## config.mk

```make
export PLATFORM = sky130hd
export DESIGN_NAME = usb_tx_sequencer_flat
export DESIGN_NICKNAME = d
export VERILOG_FILES = /design/src/rtl/usb_pkg.sv /design/src/rtl/usb_tx_sequencer_if.sv /design/src/rtl/usb_tx_sequencer.sv /design/src/flat_wrapper.sv
export SDC_FILE = /design/constraint.sdc
export NUM_CORES = 1
export LEC_CHECK = 0
export BUFFER_PORTS_ARGS = -buffer_cell sky130_fd_sc_hd__buf_2
export CAP_MARGIN = 20
export CORE_ASPECT_RATIO = 1.4
export CORE_MARGIN = 5
export CORE_UTILIZATION = 32
export DETAILED_ROUTE_END_ITERATION = 8
export GPL_TIMING_DRIVEN = 0
export PLACE_DENSITY = 0.54
export SYNTH_ARGS = -nofsm -noshare
export SYNTH_HDL_FRONTEND = slang
export SYNTH_SLANG_ARGS = --single-unit
export TNS_END_PERCENT = 100
```

## constraint.sdc

```tcl
create_clock -name clk -period 6.8 [get_ports clk]
set_clock_uncertainty 0.2 [all_clocks]
set_input_delay 1.02 -clock clk [delete_from_list [all_inputs] [get_ports clk]]
set_output_delay 1.02 -clock clk [all_outputs]
set_load 0.05 [all_outputs]
```

## src/rtl/usb_pkg.sv

```systemverilog
// Shared types and constants for the USB transmit sequencer.
package usb_pkg;

  typedef enum logic [1:0] {
    HS    = 2'd0,
    TOKEN = 2'd1,
    DATA  = 2'd2,
    BAD   = 2'd3
  } pkt_kind_t;

  typedef enum logic [2:0] {
    ST_IDLE    = 3'd0,
    ST_SYNC    = 3'd1,
    ST_PID     = 3'd2,
    ST_PAYLOAD = 3'd3,
    ST_CRC     = 3'd4,
    ST_EOP     = 3'd5,
    ST_JIDLE   = 3'd6
  } tx_state_t;

  localparam logic [7:0] SYNC_BYTE = 8'h80;

  localparam logic [6:0] SYNC_LEN  = 7'd8;
  localparam logic [6:0] PID_LEN   = 7'd8;
  localparam logic [6:0] TOK_LEN   = 7'd11;
  localparam logic [6:0] DATA_LEN  = 7'd64;
  localparam logic [6:0] CRC5_LEN  = 7'd5;
  localparam logic [6:0] CRC16_LEN = 7'd16;
  localparam logic [6:0] EOP_LEN   = 7'd2;

  // PID byte on the wire: check nibble (inverted PID) above the PID itself.
  function automatic logic [7:0] pid_byte(input logic [3:0] pid);
    return {~pid, pid};
  endfunction

  // Counter value of the last bit of a field of the given length.
  function automatic logic [6:0] last_idx(input logic [6:0] len);
    return len - 7'd1;
  endfunction

endpackage

```

## src/rtl/usb_tx_sequencer_if.sv

```systemverilog
// Request and serial-path signals between requester, sequencer and stuffer.
interface usb_tx_sequencer_if;

  logic        pkt_req;
  logic [1:0]  pkt_kind;
  logic [3:0]  pkt_pid;
  logic [63:0] pkt_payload;
  logic [15:0] pkt_crc;
  logic        stuff_hold;
  logic        pkt_ack;
  logic        pkt_err;
  logic        bit_out;
  logic        bit_valid;
  logic        stuff_en;
  logic        eop;
  logic        busy;
  logic        done;

  modport master (
    output pkt_req, pkt_kind, pkt_pid, pkt_payload, pkt_crc, stuff_hold,
    input  pkt_ack, pkt_err, bit_out, bit_valid, stuff_en, eop, busy, done
  );

  modport slave (
    input  pkt_req, pkt_kind, pkt_pid, pkt_payload, pkt_crc, stuff_hold,
    output pkt_ack, pkt_err, bit_out, bit_valid, stuff_en, eop, busy, done
  );

endinterface

```

## src/rtl/usb_tx_sequencer.sv

```systemverilog
// Packet-level transmit sequencer: SYNC, PID, payload and CRC sent LSB
// first into the bit-stuffer, followed by a two-cycle SE0 and one J cycle.
module usb_tx_sequencer
  import usb_pkg::*;
(
  input logic               clk,
  input logic               rst_b,
  usb_tx_sequencer_if.slave bus
);

  tx_state_t   state_r;
  tx_state_t   state_nxt_s;
  logic [6:0]  cnt_r;
  logic [6:0]  cnt_nxt_s;

  pkt_kind_t   kind_r;
  logic [3:0]  pid_r;
  logic [63:0] payload_r;
  logic [15:0] crc_r;

  pkt_kind_t   req_kind_s;
  logic        latch_s;
  logic        ack_nxt_s;
  logic        err_nxt_s;
  logic        done_nxt_s;
  logic        valid_nxt_s;
  logic        stuff_en_nxt_s;
  logic        eop_nxt_s;
  logic        busy_nxt_s;
  logic [6:0]  pay_last_s;
  logic [6:0]  crc_last_s;
  logic [7:0]  pid_byte_s;
  logic        bit_s;

  logic        pkt_ack_r;
  logic        pkt_err_r;
  logic        bit_valid_r;
  logic        stuff_en_r;
  logic        eop_r;
  logic        busy_r;
  logic        done_r;

  assign req_kind_s = pkt_kind_t'(bus.pkt_kind);
  assign pay_last_s = (kind_r == DATA) ? last_idx(DATA_LEN) : last_idx(TOK_LEN);
  assign crc_last_s = (kind_r == DATA) ? last_idx(CRC16_LEN) : last_idx(CRC5_LEN);
  assign pid_byte_s = pid_byte(pid_r);

  // Next state, bit counter and handshake pulses; stuff_hold freezes the stuffed fields.
  always_comb begin
    state_nxt_s = state_r;
    cnt_nxt_s   = cnt_r;
    latch_s     = 1'b0;
    ack_nxt_s   = 1'b0;
    err_nxt_s   = 1'b0;
    done_nxt_s  = 1'b0;
    case (state_r)
      ST_IDLE: begin
        if (bus.pkt_req) begin
          ack_nxt_s = 1'b1;
          if (req_kind_s == BAD) begin
            err_nxt_s = 1'b1;
          end else begin
            latch_s     = 1'b1;
            state_nxt_s = ST_SYNC;
            cnt_nxt_s   = 7'd0;
          end
        end else begin
          state_nxt_s = ST_IDLE;
        end
      end
      ST_SYNC: begin
        if (cnt_r == last_idx(SYNC_LEN)) begin
          state_nxt_s = ST_PID;
          cnt_nxt_s   = 7'd0;
        end else begin
          cnt_nxt_s = cnt_r + 7'd1;
        end
      end
      ST_PID: begin
        if (bus.stuff_hold) begin
          cnt_nxt_s = cnt_r;
        end else if (cnt_r == last_idx(PID_LEN)) begin
          state_nxt_s = (kind_r == HS) ? ST_EOP : ST_PAYLOAD;
          cnt_nxt_s   = 7'd0;
        end else begin
          cnt_nxt_s = cnt_r + 7'd1;
        end
      end
      ST_PAYLOAD: begin
        if (bus.stuff_hold) begin
          cnt_nxt_s = cnt_r;
        end else if (cnt_r == pay_last_s) begin
          state_nxt_s = ST_CRC;
          cnt_nxt_s   = 7'd0;
        end else begin
          cnt_nxt_s = cnt_r + 7'd1;
        end
      end
      ST_CRC: begin
        if (bus.stuff_hold) begin
          cnt_nxt_s = cnt_r;
        end else if (cnt_r == crc_last_s) begin
          state_nxt_s = ST_EOP;
          cnt_nxt_s   = 7'd0;
        end else begin
          cnt_nxt_s = cnt_r + 7'd1;
        end
      end
      ST_EOP: begin
        if (cnt_r == last_idx(EOP_LEN)) begin
          state_nxt_s = ST_JIDLE;
          cnt_nxt_s   = 7'd0;
        end else begin
          cnt_nxt_s = cnt_r + 7'd1;
        end
      end
      ST_JIDLE: begin
        state_nxt_s = ST_IDLE;
        cnt_nxt_s   = 7'd0;
        done_nxt_s  = 1'b1;
      end
      default: begin
        state_nxt_s = ST_IDLE;
        cnt_nxt_s   = 7'd0;
      end
    endcase
  end

  // Serial status flags decoded from the upcoming state so they register in step with it.
  always_comb begin
    valid_nxt_s    = 1'b0;
    stuff_en_nxt_s = 1'b0;
    eop_nxt_s      = 1'b0;
    busy_nxt_s     = 1'b1;
    case (state_nxt_s)
      ST_IDLE:    busy_nxt_s = 1'b0;
      ST_SYNC:    valid_nxt_s = 1'b1;
      ST_PID,
      ST_PAYLOAD,
      ST_CRC: begin
        valid_nxt_s    = 1'b1;
        stuff_en_nxt_s = 1'b1;
      end
      ST_EOP:     eop_nxt_s = 1'b1;
      ST_JIDLE:   busy_nxt_s = 1'b1;
      default:    busy_nxt_s = 1'b0;
    endcase
  end

  // Current serial bit, selected from the latched fields by state and counter.
  always_comb begin
    bit_s = 1'b0;
    case (state_r)
      ST_SYNC:    bit_s = SYNC_BYTE[cnt_r[2:0]];
      ST_PID:     bit_s = pid_byte_s[cnt_r[2:0]];
      ST_PAYLOAD: bit_s = payload_r[cnt_r[5:0]];
      ST_CRC:     bit_s = crc_r[cnt_r[3:0]];
      default:    bit_s = 1'b0;
    endcase
  end

  // State, counter and registered outputs.
  always_ff @(posedge clk or negedge rst_b) begin
    if (!rst_b) begin
      state_r     <= ST_IDLE;
      cnt_r       <= 7'd0;
      pkt_ack_r   <= 1'b0;
      pkt_err_r   <= 1'b0;
      bit_valid_r <= 1'b0;
      stuff_en_r  <= 1'b0;
      eop_r       <= 1'b0;
      busy_r      <= 1'b0;
      done_r      <= 1'b0;
    end else begin
      state_r     <= state_nxt_s;
      cnt_r       <= cnt_nxt_s;
      pkt_ack_r   <= ack_nxt_s;
      pkt_err_r   <= err_nxt_s;
      bit_valid_r <= valid_nxt_s;
      stuff_en_r  <= stuff_en_nxt_s;
      eop_r       <= eop_nxt_s;
      busy_r      <= busy_nxt_s;
      done_r      <= done_nxt_s;
    end
  end

  // Packet fields captured on acceptance so requester changes cannot reach bits in flight.
  always_ff @(posedge clk or negedge rst_b) begin
    if (!rst_b) begin
      kind_r    <= HS;
      pid_r     <= 4'd0;
      payload_r <= 64'd0;
      crc_r     <= 16'd0;
    end else if (latch_s) begin
      kind_r    <= req_kind_s;
      pid_r     <= bus.pkt_pid;
      payload_r <= bus.pkt_payload;
      crc_r     <= bus.pkt_crc;
    end else begin
      kind_r    <= kind_r;
      pid_r     <= pid_r;
      payload_r <= payload_r;
      crc_r     <= crc_r;
    end
  end

  assign bus.pkt_ack   = pkt_ack_r;
  assign bus.pkt_err   = pkt_err_r;
  assign bus.bit_out   = bit_s;
  assign bus.bit_valid = bit_valid_r;
  assign bus.stuff_en  = stuff_en_r;
  assign bus.eop       = eop_r;
  assign bus.busy      = busy_r;
  assign bus.done      = done_r;

endmodule

```

## src/flat_wrapper.sv

```systemverilog
// flat-port wrapper written by rule: the top's interface ports become plain ports
module usb_tx_sequencer_flat import usb_pkg::*;
  (clk, rst_b, bus_pkt_req, bus_pkt_kind, bus_pkt_pid, bus_pkt_payload, bus_pkt_crc, bus_stuff_hold, bus_pkt_ack, bus_pkt_err, bus_bit_out, bus_bit_valid, bus_stuff_en, bus_eop, bus_busy, bus_done);
  usb_tx_sequencer_if bus_i ();
  input logic clk;
  input logic rst_b;
  input wire logic [$bits(bus_i.pkt_req)-1:0] bus_pkt_req;
  input wire logic [$bits(bus_i.pkt_kind)-1:0] bus_pkt_kind;
  input wire logic [$bits(bus_i.pkt_pid)-1:0] bus_pkt_pid;
  input wire logic [$bits(bus_i.pkt_payload)-1:0] bus_pkt_payload;
  input wire logic [$bits(bus_i.pkt_crc)-1:0] bus_pkt_crc;
  input wire logic [$bits(bus_i.stuff_hold)-1:0] bus_stuff_hold;
  output wire logic [$bits(bus_i.pkt_ack)-1:0] bus_pkt_ack;
  output wire logic [$bits(bus_i.pkt_err)-1:0] bus_pkt_err;
  output wire logic [$bits(bus_i.bit_out)-1:0] bus_bit_out;
  output wire logic [$bits(bus_i.bit_valid)-1:0] bus_bit_valid;
  output wire logic [$bits(bus_i.stuff_en)-1:0] bus_stuff_en;
  output wire logic [$bits(bus_i.eop)-1:0] bus_eop;
  output wire logic [$bits(bus_i.busy)-1:0] bus_busy;
  output wire logic [$bits(bus_i.done)-1:0] bus_done;
  assign bus_i.pkt_req = bus_pkt_req;
  assign bus_i.pkt_kind = bus_pkt_kind;
  assign bus_i.pkt_pid = bus_pkt_pid;
  assign bus_i.pkt_payload = bus_pkt_payload;
  assign bus_i.pkt_crc = bus_pkt_crc;
  assign bus_i.stuff_hold = bus_stuff_hold;
  assign bus_pkt_ack = bus_i.pkt_ack;
  assign bus_pkt_err = bus_i.pkt_err;
  assign bus_bit_out = bus_i.bit_out;
  assign bus_bit_valid = bus_i.bit_valid;
  assign bus_stuff_en = bus_i.stuff_en;
  assign bus_eop = bus_i.eop;
  assign bus_busy = bus_i.busy;
  assign bus_done = bus_i.done;
  usb_tx_sequencer u_core (.clk(clk), .rst_b(rst_b), .bus(bus_i));
endmodule
```

## Yosys cells after proc, flatten, opt, wreduce, memory -nomap -nowiden

Memory sizes are Yosys's and may differ from the RTL's.
Cells that the tools add are included.

| word-level totals | value |
|---|---|
| logic and storage cells | 93 |
| bits in read-only memories | 8 |
| memories kept | 1 |
| input port bits | 90 |
| output and inout port bits | 8 |
| register bits | 103 |

Memory list:

| memory | words | bits a word | rd ports | clocked after memory_dff | wr ports | RTL line | RTL |
|---|---|---|---|---|---|---|---|
| (no name shown) | 8 | 1 | 1 | 0 | 0 | usb_tx_sequencer.sv:154 | `ST_SYNC: bit_s = SYNC_BYTE[cnt_r[2:0]];` |

| operators by class | value |
|---|---|
| equal/unequal tests | 23 |
| magnitude comparators | 3 |
| reductions and logical operators | 6 |
| multiplexer cells | 45 |
| add/sub/neg operators | 1 |
| bitwise gates (word level) | 1 |

Operators by type and width:

| operator | number |
|---|---|
| 7-bit two-way mux | 9 |
| 7-bit case mux with 6 select lines | 1 |
| 3-bit two-way mux | 11 |
| 3-bit equality test (second input constant) | 6 |
| 3-bit case mux with 6 select lines | 1 |
| 1-bit two-way mux | 17 |
| 7-bit equality test | 2 |
| 3-bit by 2-bit equality test with 1-bit output (second input constant) | 4 |
| 2-bit != test (second input constant) | 5 |
| 7-bit by 1-bit adder with 7-bit output (second input constant) | 1 |
| 7-bit by 1-bit equality test with 1-bit output (second input constant) | 1 |
| 7-bit by 3-bit equality test with 1-bit output (second input constant) | 1 |
| 6-bit by 7-bit < comparator with 1-bit output (second input constant) | 1 |
| 1-bit binary-select mux with 6-bit select | 1 |
| 3-bit by 1-bit equality test with 1-bit output (second input constant) | 2 |
| 6-bit two-way mux | 1 |
| 6-bit OR reduction | 1 |
| 4-bit by 5-bit < comparator with 1-bit output (second input constant) | 1 |
| 5-bit AND reduction | 1 |
| 1-bit binary-select mux with 4-bit select | 1 |
| 2-bit equality test (second input constant) | 2 |
| 3-bit by 4-bit < comparator with 1-bit output (second input constant) | 1 |
| 4-bit two-way mux | 1 |
| 4-bit inverter | 1 |
| 6 further kinds | 6 |

## Logic depth before layout (Yosys ltp)

Gate-level depths: netlist (run 1).

| logic depth | value |
|---|---|
| depth after elaboration | 9 |
| depth in mapped cells | 9 |
| mapped depth without buffers | 8 |

## Worst setup path after synthesis (run 1)

No wires, ideal clock.

| timing | value |
|---|---|
| kind | reg2out |
| start | reg u_core.cnt_r[0] |
| end | out bus_bit_out |
| stages on the path, launching flop included | 8 |
| arrival time | 2.250 ns |
| path slack | 3.330 ns |
| path buffers | 2 |
| data required time | 5.580 ns |
| cell sequence | dfrtp_1 -> buf_6 -> buf_6 -> mux4_2 -> nor2_1 -> a2111oi_0 -> a21oi_1 -> o211ai_1 |

| on the way | value |
|---|---|
| longest elaborated chain between the ends | 3 |
| elaborated cells between the ends (all ways) | 9 |
| those cells by class | 8 x mux; 1 x memory |

RTL lines:

| element | RTL line | RTL |
|---|---|---|
| from (decl) | usb_tx_sequencer.sv:13 | `logic [6:0] cnt_r;` |
| from (signal assigned) | usb_tx_sequencer.sv:176 | `cnt_r <= cnt_nxt_s;` |
| 1-bit binary-select mux with 6-bit select, or another cell as far along | usb_tx_sequencer.sv:156 | `ST_PAYLOAD: bit_s = payload_r[cnt_r[5:0]];` |
| 1-bit two-way mux (on tied branches) | n/a |  |
| 1-bit case mux with 4 select lines (*) | usb_tx_sequencer.sv:153 | `case (state_r)` |
| to (decl) | flat_wrapper.sv:15 | `output wire logic [$bits(bus_i.bit_out)-1:0] bus_bit_out;` |

Mark *: on every way between the ends. The rest lies on a longest branch, timed or not. The select of a mux whose other input is x is not followed.

## Final worst setup path (run 1)

| timing | value |
|---|---|
| start | reg u_core.cnt_r[1] |
| end | out bus_bit_out |

The elaborated chain is that of the path after synthesis.

==> results of run 1 <==
[final cells by class]
| cell class | count | area share |
|---|---|---|
| repair buffers | 98 | 0.08359 |
| flip-flops and latches | 103 | 0.4179 |
| clock buffers | 9 | 0.03652 |
| clock inverters | 7 | 0.01785 |
| multi-input cells | 248 | 0.3674 |
| inverters | 9 | 0.005478 |
| well taps | 196 | 0.03976 |
| plain buffers | 23 | 0.03145 |
[report_power, final]
group | leakage (nW) | internal, mW | switching [mW]
sequential | 1.24 | 0.898 | 0.146
combinational | 1.33 | 0.519 | 0.503
clock | 0.162 | 0.332 | 0.244
total | 2.73 | 1.75 | 0.892
[layer usage]
layer | routed length [µm] | up-vias
met5 | 0 | -
li1 | - | 1626
met3 | 464 | 17
met2 | 6752 | 80
met1 | 5039 | 1733
met4 | 323 | 0
[sequential cells by signal (all words and copies together), names as in the netlist]
register              cells
u_core.bus.bit_valid      1
u_core.bus.busy           1
u_core.bus.done           1
u_core.bus.eop            1
u_core.bus.pkt_ack        1
u_core.bus.pkt_err        1
u_core.bus.stuff_en       1
u_core.cnt_r              7
u_core.crc_r             16
u_core.kind_r             2
u_core.payload_r         64
u_core.pid_r              4
u_core.state_r            3
[synth_stat cells (3+ instances only)]
cell type / count
nand4_1: 6
ha_1: 3
mux4_2: 15
dfrtp_1: 103
nand3_1: 5
o21ai_0: 12
mux2_2: 57
or3_1: 3
o211ai_1: 4
nand2_1: 22
inv_1: 7
mux2_1: 27
buf_2: 7
mux2i_1: 18
nor2_1: 17
buf_6: 9
buf_4: 3
a21oi_1: 6
a22oi_1: 3
nor3_1: 7
[worst max path at each step]
stage                         start     endpoint  slack [ns]  cells after the start
finish              u_core.cnt_r[1]  bus_bit_out        2.76                     10
global route        u_core.cnt_r[1]  bus_bit_out        2.61                     10
CTS                 u_core.cnt_r[1]  bus_bit_out        2.74                     10
detailed placement  u_core.cnt_r[1]  bus_bit_out        3.12                     10
global placement    u_core.cnt_r[1]  bus_bit_out        3.12                     10
floorplan           u_core.cnt_r[0]  bus_bit_out        3.33                      7
[critical path: cells and delay by family, from the launching register on]
kind / cells / cell delay (ns)
compound gates: 4 / 0.49
mux: 1 / 0.23
flops: 1 / 0.34
simple gates: 1 / 0.24
buf+inv: 4 / 1.17
[per-stage QoR]
| step | power (mW) | utilization |
|---|---|---|
| floorplan | 1.780 | - |
| global placement | 2.058 | 0.3717 |
| detailed placement | 2.098 | 0.3737 |
| CTS | 2.683 | 0.3951 |
| global route | 2.803 | 0.3951 |
| finish | 2.642 | 0.3951 |
[logic make-up after synthesis]
| logic type | after synthesis | synth area share |
|---|---|---|
| simple gates | 82 | 0.08685 |
| flops | 103 | 0.5083 |
| xor+xnor | 1 | 0.001727 |
| compound gates | 45 | 0.06218 |
| buf+inv | 32 | 0.04491 |
| fa+ha+maj | 3 | 0.007403 |
| mux | 117 | 0.2887 |
==> summary.txt, run 1 <==
Critical path
  • Startpoint Class: flop
  • WS Path Type: reg2out
  • CP endpoint kind: output pin
  • Max incr delay on CP: 0.37 ns
  • Crit-path max FO: 10
  • CP max-delay cell: buf_2
  • Required time of the critical path: 5.58 ns
  • Reg2Reg Setup Slack: 4.57 ns
  • Reg2reg path depth: 8
  • R2R Path Start: u_core.cnt_r[1]
  • Worst-path cell chain: buf_2 -> buf_2 -> buf_2 -> mux2i_1 -> a22oi_1 -> o211ai_1 -> o21ai_0 -> nor4b_2 -> o211ai_1 -> buf_2
  • Reg-to-reg endpoint: u_core.cnt_r[3]
  • Worst EP arrival: 2.82 ns
  • CP most frequent cell: buf_2

Timing
  • Worst-margin pin slew: 0.4983 ns
  • Max-slew violation count: 0
  • Hold Fails Final Rpt: 0
  • Final worst slack: 2.758 ns
  • RSZ-0062 raised after global routing: false
  • Slew Limit Headroom: 0.6678
  • Final period util: 0.5944
  • Sum of negative setup slack: 0 ns
  • Min Hold Slack: 0.2947 ns
  • # setup viols final: 0
  • Tmin final: 4.042 ns
  • Fmax: 247.4 MHz

Layout
  • Post-route cell area: 0.006167 mm²
  • Share of post-route cells with drive strength above 1: 0.4427
  • Commonest cells after routing, fill and taps aside: 103 x buf_2, 103 x dfrtp_1, 57 x mux2_2
  • Area of the multi-input gates: 0.002266 mm²
  • Final cell count without fillers: 693
  • Register area: 0.002577 mm²
  • Final Net Count: 585
  • Diodes inserted: 0
  • Syn-to-layout area delta: 21.61%
  • FILL cells: 1,510

Place
  • DP Cell Count: 677
  • Routability cong.: 0.9098
  • Pre-CTS WS: 3.120 ns
  • Final HPWL DP: 9.782 mm
  • Port bufs: 97
  • Placed Area: 0.005832 mm²

Die
  • Height of the die: 159.0 µm
  • Die area: 0.01850 mm²
  • Top-Level Pins: 98
  • Initial core utilization: 0.3249
  • # rows: 54
  • Core Footprint: 0.01561 mm²
  • Die Wd: 116.4 µm

CTS
  • Worst-skew pair later-pin latency: 0.35 ns
  • CTS tree: yes
  • Clk pin slew, worst setup/hold paths: 0.07 ns
  • Clock Tree Buf Depth: 2
  • Cts repair resizes: 0
  • Root Buffer: clkbuf_16
  • CTS Buf Count: 9
  • H-tree depth: 3
  • Sink Count: 103
  • Setup bufs post-CTS: 0
  • Hold Buf Count CTS: 0

Yosys
  • Synthesized area per cell: 13.24 µm²
  • Top-area cell type share of the netlist area: 0.5083
  • Seq cells post-synth: 103
  • Yosys top cell by area: dfrtp_1
  • Number of synthesized flops with an enable pin: 0
  • Mapped Cells: 383
  • Mapped Nets: 476
  • Warnings from Yosys: 0
  • Syn Std Cell Area: 0.005071 mm²
  • Largest cells by area after synthesis: dfrtp_1 51%, mux2_2 13%, mux4_2 6.7%
  • Synth cell types: 59
  • Dominant synthesized flop cell: dfrtp_1
  • Post-synthesis sequential area ratio: 0.5083
  • Asr flop ratio synth: 1.000

Detailed routing
  • Initial DRC count: 90
  • Vias: 3,456
  • DR DRC count: 0
  • Detail Route Antenna Nets: 0
  • Routed WL per cell: 18.15 µm
  • Vias per cell: 4.987
  • Pre-antenna DRT Iters: 4
  • Drt total wl: 12.58 mm

GRT
  • Largest net degree at the start of global routing: 73
  • GR peak layer: met2
  • Global Route met3 Usage: 0.02510
  • Total GRT Usage: 0.1385
  • Overflow after GRT: 0
  • Initial antenna violation count: 0
  • Global-route track usage on met2: 0.2422
  • Number of global-route vias before repair: 3,810
  • GRT met1 Usage: 0.1650
  • Global-route wire length before repair: 19.87 mm

Power and ir drop
  • Maximum vdd drop: 0.0001832 V
  • P_leak: 2.732 nW
  • Pwr/cell area: 428.3 mW/mm²

Flow run
  • Max-Cap Viols: 0

Min path
  • Hold depth: 1
  • Endpoint, Worst Hold: u_core.payload_r[49]
  • Hold Path Class: reg2reg
  • Min-delay src: u_core.payload_r[49]

Status
  • Status: finished, final reports clean
Power figures use the tool's default switching activity.
==> run 2: changes to the inputs <==
--- a/config.mk
+++ b/config.mk
@@ -12,7 +12,7 @@
 export CORE_UTILIZATION = 32
 export DETAILED_ROUTE_END_ITERATION = 8
 export GPL_TIMING_DRIVEN = 0
-export PLACE_DENSITY = 0.54
+export PLACE_DENSITY = 0.56
 export SYNTH_ARGS = -nofsm -noshare
 export SYNTH_HDL_FRONTEND = slang
 export SYNTH_SLANG_ARGS = --single-unit
==> constraint.sdc (replaced) <==
create_clock -name clk -period 3.32 [get_ports clk]
set_clock_uncertainty 0.2 [all_clocks]
set_input_delay 0.498 -clock clk [delete_from_list [all_inputs] [get_ports clk]]
set_output_delay 0.498 -clock clk [all_outputs]
set_load 0.05 [all_outputs]
==> run 2 against run 1 <==
First-iteration DRC count up 39%. Sequential share of layout area shrank 0.35 points. Critical path depth shrank 2. Global-route usage increased by 0.078 points. Largest cell class unchanged. Largest power group is now combinational logic.
==> summary.txt, run 2 (synthesis gave the netlist of run 1 again) <==
Detailed routing
  • Vias: 3,514
  • Met1 wire length: 4.873 mm
  • Pre-antenna DRT Iters: 4
  • Initial DRC count: 125
  • Vias per cell: 5.049
  • Uppermost layer routed: met4
  • Drt total wl: 12.51 mm
  • Routed WL per cell: 17.97 µm
  • WL met3: 538 µm
  • DR DRC count: 0
  • Met2 routed WL: 6.772 mm
  • Detail Route Antenna Nets: 0

Timing
  • Tmin final: 3.183 ns
  • Max-slew violation count: 0
  • # setup viols final: 0
  • Worst-margin pin slew: 0.5406 ns
  • Final period util: 0.9589
  • Slew Limit Headroom: 0.6396
  • Final worst slack: 0.1365 ns
  • Fmax: 314.1 MHz
  • Min Hold Slack: 0.1711 ns
  • Hold Fails Final Rpt: 0

Layout
  • Largest regs: u_core.payload_r: 64 flops, u_core.crc_r: 16 flops, u_core.cnt_r: 7 flops
  • Number of flip-flops under the largest register name: 64
  • Diodes inserted: 0
  • Share of post-route cells with drive strength above 1: 0.4460
  • Most flops, register: u_core.payload_r
  • Final Net Count: 589
  • Commonest non-fill, non-tap cell in the layout: dfrtp_1
  • Commonest cells after routing, fill and taps aside: 103 x dfrtp_1, 99 x buf_2, 57 x mux2_2
  • Syn-to-layout area delta: 22.65%
  • Final cell count without fillers: 696

CTS
  • Root Buffer: clkbuf_16
  • Clock Tree Buf Depth: 2
  • Sink Count: 103
  • CTS tree: yes
  • Clk pin slew, worst setup/hold paths: 0.07 ns
  • H-tree depth: 3
  • CTS Buf Count: 9
  • Worst-skew pair later-pin latency: 0.34 ns

Flow run
  • Max-Cap Viols: 0

Power and ir drop
  • Internal: 3.604 mW
  • Switching pwr: 1.793 mW
  • Sequential Power Share: 0.398
  • P_leak: 2.752 nW
  • Sw frac: 0.3322
  • Maximum vdd drop: 0.0003588 V
  • Clock power share: 0.198
  • Comb pwr share: 0.404
  • Final total power: 5.397 mW
  • Pwr/cell area: 867.7 mW/mm²

GRT
  • Number of global-route vias before repair: 3,912
  • Largest net degree at the start of global routing: 65
  • Global-route wire length before repair: 20.20 mm
  • Initial antenna violation count: 0
  • Overflow after GRT: 0
  • Total GRT Usage: 0.1393

Min path
  • Hold Path Class: in2reg

Critical path
  • WS Path Type: reg2out
  • Worst EP arrival: 2.49 ns
  • Bufs and invs on worst path: 3
  • Max incr delay on CP: 0.46 ns
  • Cell family with the largest share of critical-path delay: compound AO/OA/AOI/OAI gates
  • CP max-delay cell: a2111oi_1
  • Startpoint Class: flop
  • Worst-path cell chain: buf_6 -> clkbuf_16 -> mux4_2 -> nor2_1 -> a2111oi_1 -> a21oi_2 -> o211ai_1 -> buf_4
  • Crit-path max FO: 7
  • Required time of the critical path: 2.62 ns
  • CP endpoint kind: output pin

Place
  • Port bufs: 97
  • Pre-CTS WS: 0.1283 ns
  • Routability cong.: 0.9149
  • DP Cell Count: 677
  • Final HPWL DP: 9.696 mm

Status
  • Status: finished, final reports clean

Die
  • Top-Level Pins: 98
  • Core Footprint: 0.01561 mm²
  • # rows: 54
  • Initial core utilization: 0.3249
  • Die area: 0.01850 mm²
  • Die Wd: 116.4 µm
  • Height of the die: 159.0 µm
## run 2: routing by layer
layer  vias up  GRT usage
met5         -          0
met3        13    0.02510
met2        98     0.2411
met4         0    0.05541
met1      1777     0.1681
li1       1626          -
## run 2: per-stage QoR
stage	utilization	setup TNS, ns	area (µm²)
final	0.3985	0	6220
after CTS	0.3948	0	6162
after global routing	0.3985	-0.003486	6220
after floorplan	-	0	5071
after global placement	0.3717	0	5802
after detailed placement	0.3737	0	5832
## run 2: area by class of cell
class	instances	area, µm²
multi-input combinational	248	2271
fill	1497	9388
timing repair buffer	103	575.6
inverter	9	33.78
clock buffer	12	256.5
sequential	103	2577
tap	196	245.2
buffer	22	217.7
clock inverter	3	42.54
## run 2: worst paths after layout
check                               startpoint                    to  slack [ns]  depth (start not counted)
setup / recovery               u_core.cnt_r[0]           bus_bit_out        0.14                          8
hold reg to reg                u_core.crc_r[3]       u_core.crc_r[3]        0.29                          1
hold / removal             bus_pkt_payload[51]  u_core.payload_r[51]        0.17                          2
setup reg to reg             u_core.state_r[0]  u_core.payload_r[43]        0.99                          7
max in group asynchronous                rst_b   u_core.payload_r[7]        1.73                          3
min in group asynchronous                rst_b       u_core.crc_r[0]        0.49                          2
## run 2: power by group through the flow
| stage | registers (mW) | logic (mW) | clock network (mW) |
|---|---|---|---|
| finish | 2.15 | 2.18 | 1.07 |
| global route | 2.22 | 2.38 | 1.15 |
| CTS | 2.14 | 2.16 | 1.10 |
| detailed placement | 2.17 | 2.13 | 0 |
| global placement | 2.12 | 2.09 | 0 |
| floorplan | 2.13 | 1.52 | 0 |
## run 2: timing repair
item | CTS | global route
gates cloned | 0 | 1
buffers inserted | 0 | 3
hold endpoints to repair | 39 | 0
hold buffers | 1 | 0
gates resized for setup | 7 | 5
endpoints found under the setup margin | 1 | 1
pin swaps | 0 | 1
## run 2: worst register-to-register path, delay by kind of cell, from the launching register on
kind                   cells  cell delay (ns)
DFF                        1             0.57
and+or+nand+nor            2             0.40
muxes                      1             0.34
buffers and inverters      4             0.69
==> run 3: changes to the inputs <==
--- a/config.mk
+++ b/config.mk
@@ -12,6 +12,7 @@
 export CORE_UTILIZATION = 32
 export DETAILED_ROUTE_END_ITERATION = 8
 export GPL_TIMING_DRIVEN = 0
+export MAX_ROUTING_LAYER = met4
 export PLACE_DENSITY = 0.56
 export SYNTH_ARGS = -nofsm -noshare
 export SYNTH_HDL_FRONTEND = slang
==> run 3 against run 2 <==
Largest power group unchanged. Clock-buffer cell count is 1 lower. Global-route usage is 0.80 points higher. First-iteration DRC count is 7.2% lower. Sequential cell count stayed put.
==> summary.txt, run 3 (synthesis gave the netlist of run 1 again) <==
Die
  • Height of the die: 159.0 µm
  • Die Wd: 116.4 µm
  • Top-Level Pins: 98
  • Core Footprint: 0.01561 mm²
  • Initial core utilization: 0.3249
  • # rows: 54
  • Die area: 0.01850 mm²

Layout
  • Final Net Count: 592
  • Commonest cells after routing, fill and taps aside: 103 x dfrtp_1, 98 x buf_2, 57 x mux2_2
  • Largest regs: u_core.payload_r: 64 flops, u_core.crc_r: 16 flops, u_core.cnt_r: 7 flops
  • Post-route cell area: 0.006282 mm²
  • Share of post-route cells with drive strength above 1: 0.4583
  • Commonest non-fill, non-tap cell in the layout: dfrtp_1
  • Number of flip-flops under the largest register name: 64
  • FILL cells: 1,494
  • Most flops, register: u_core.payload_r
  • Diodes inserted: 0
  • Syn-to-layout area delta: 23.88%

GRT
  • Largest net degree at the start of global routing: 64
  • Number of global-route vias before repair: 3,884
  • Initial antenna violation count: 0
  • Global-route wire length before repair: 20.76 mm
  • Total GRT Usage: 0.1473
  • Overflow after GRT: 0

Critical path
  • Worst EP arrival: 2.50 ns
  • Crit-path max FO: 10
  • Cell family with the largest share of critical-path delay: buffers and inverters
  • Max incr delay on CP: 0.39 ns
  • WP depth: 11
  • CP most frequent cell: buf_6
  • Bufs and invs on worst path: 5
  • CP endpoint kind: output pin
  • Reg2Reg Setup Slack: 0.94 ns
  • Required time of the critical path: 2.62 ns
  • Startpoint Class: flop
  • WS Path Type: reg2out
  • R2R Path Start: u_core.cnt_r[0]
  • Reg2reg path depth: 10
  • Reg-to-reg endpoint: u_core.bus.bit_valid
  • CP max-delay cell: dfrtp_1
  • Worst-path cell chain: buf_6 -> buf_12 -> buf_8 -> buf_6 -> nor2b_2 -> a22oi_1 -> nand4_1 -> o311ai_1 -> nor4b_2 -> o211ai_1 -> buf_4

Detailed routing
  • Drt total wl: 12.69 mm
  • DR DRC count: 0
  • Detail Route Antenna Nets: 0
  • Initial DRC count: 116
  • Vias per cell: 4.986
  • Vias: 3,490
  • Pre-antenna DRT Iters: 4
  • Routed WL per cell: 18.13 µm

Min path
  • Min-delay src: bus_pkt_crc[6]
  • Endpoint, Worst Hold: u_core.crc_r[6]
  • Hold depth: 2
  • Hold Path Class: in2reg

Timing
  • Fmax: 312.9 MHz
  • Tmin final: 3.196 ns
  • Final period util: 0.9628
  • Sum of negative setup slack: 0 ns
  • RSZ-0062 raised after global routing: true
  • Min Hold Slack: 0.1663 ns
  • Max-slew violation count: 0
  • Hold Fails Final Rpt: 0
  • Slew Limit Headroom: 0.6155
  • Worst-margin pin slew: 0.5767 ns
  • # setup viols final: 0

CTS
  • CTS Buf Count: 9
  • Worst-skew pair later-pin latency: 0.34 ns
  • Clk pin slew, worst setup/hold paths: 0.07 ns
  • H-tree depth: 3
  • Root Buffer: clkbuf_16
  • Sink Count: 103
  • CTS tree: yes
  • Clock Tree Buf Depth: 2

Place
  • Placed Area: 0.005832 mm²
  • Routability cong.: 0.9306
  • Final HPWL DP: 9.878 mm
  • Port bufs: 97

Status
  • Status: finished, final reports clean

Flow run
  • Max-Cap Viols: 0

Power and ir drop
  • Maximum vdd drop: 0.0003078 V
  • Final total power: 5.485 mW
  • P_leak: 2.772 nW
  • Pwr/cell area: 873.2 mW/mm²
run 3: per-layer routing:
metal  up-vias  wire, µm  track usage
met3        14       495      0.02053
met4         0       289      0.04538
met5         -         0            -
met1      1750      5091       0.1766
met2        86      6818       0.2531
li1       1640         -            -
run 3: worst max-delay path by stage:
stage | slack (ns) | startpoint | endpoint
after floorplan | 0.37 | u_core.cnt_r[0] | bus_bit_out
after global placement | 0.11 | u_core.cnt_r[1] | bus_bit_out
after detailed placement | 0.14 | u_core.cnt_r[1] | bus_bit_out
after CTS | 0.02 | u_core.cnt_r[0] | bus_bit_out
after global routing | -0.06 | u_core.cnt_r[0] | bus_bit_out
final | 0.12 | u_core.cnt_r[0] | bus_bit_out
run 3: worst register-to-register path: cells and delay by family, from the launching register on:
family	cells	cell delay, ns
buffers and inverters	4	0.55
and+or+nand+nor	2	0.47
DFF	1	0.39
AOI/OAI and AO/OA	2	0.36
muxes	1	0.15
xor gates and xnor gates	1	0.15
run 3: final cells by class:
class	instances	area, µm²	area share
flip-flops and latches	103	2577	0.4103
clock inverters	5	56.30	0.008962
repair buffers	106	588.1	0.09361
plain buffers	22	227.7	0.03625
well taps	196	245.2	0.03904
clock buffers	11	242.7	0.03864
multi-input cells	248	2311	0.3679
inverters	9	33.78	0.005377
run 3: power breakdown:
| part | switching [mW] | internal, mW |
|---|---|---|
| clock network | 0.461 | 0.606 |
| registers | 0.306 | 1.84 |
| logic | 1.08 | 1.19 |
run 3: stage by stage:
step,setup WS [ns],util,cells
global placement,0.1123,0.3717,676
detailed placement,0.1438,0.3737,677
global route,-0.05753,0.4025,700
finish,0.1236,0.4025,700
CTS,0.01506,0.3946,694
floorplan,0.3722,-,383
run 3: repair_timing:
action	CTS	global route
pin swaps	0	4
gates cloned	0	0
hold endpoints to repair	40	0
setup endpoints to repair	1	1
buffers inserted	0	7
hold buffers	1	0
gates resized for setup	6	20
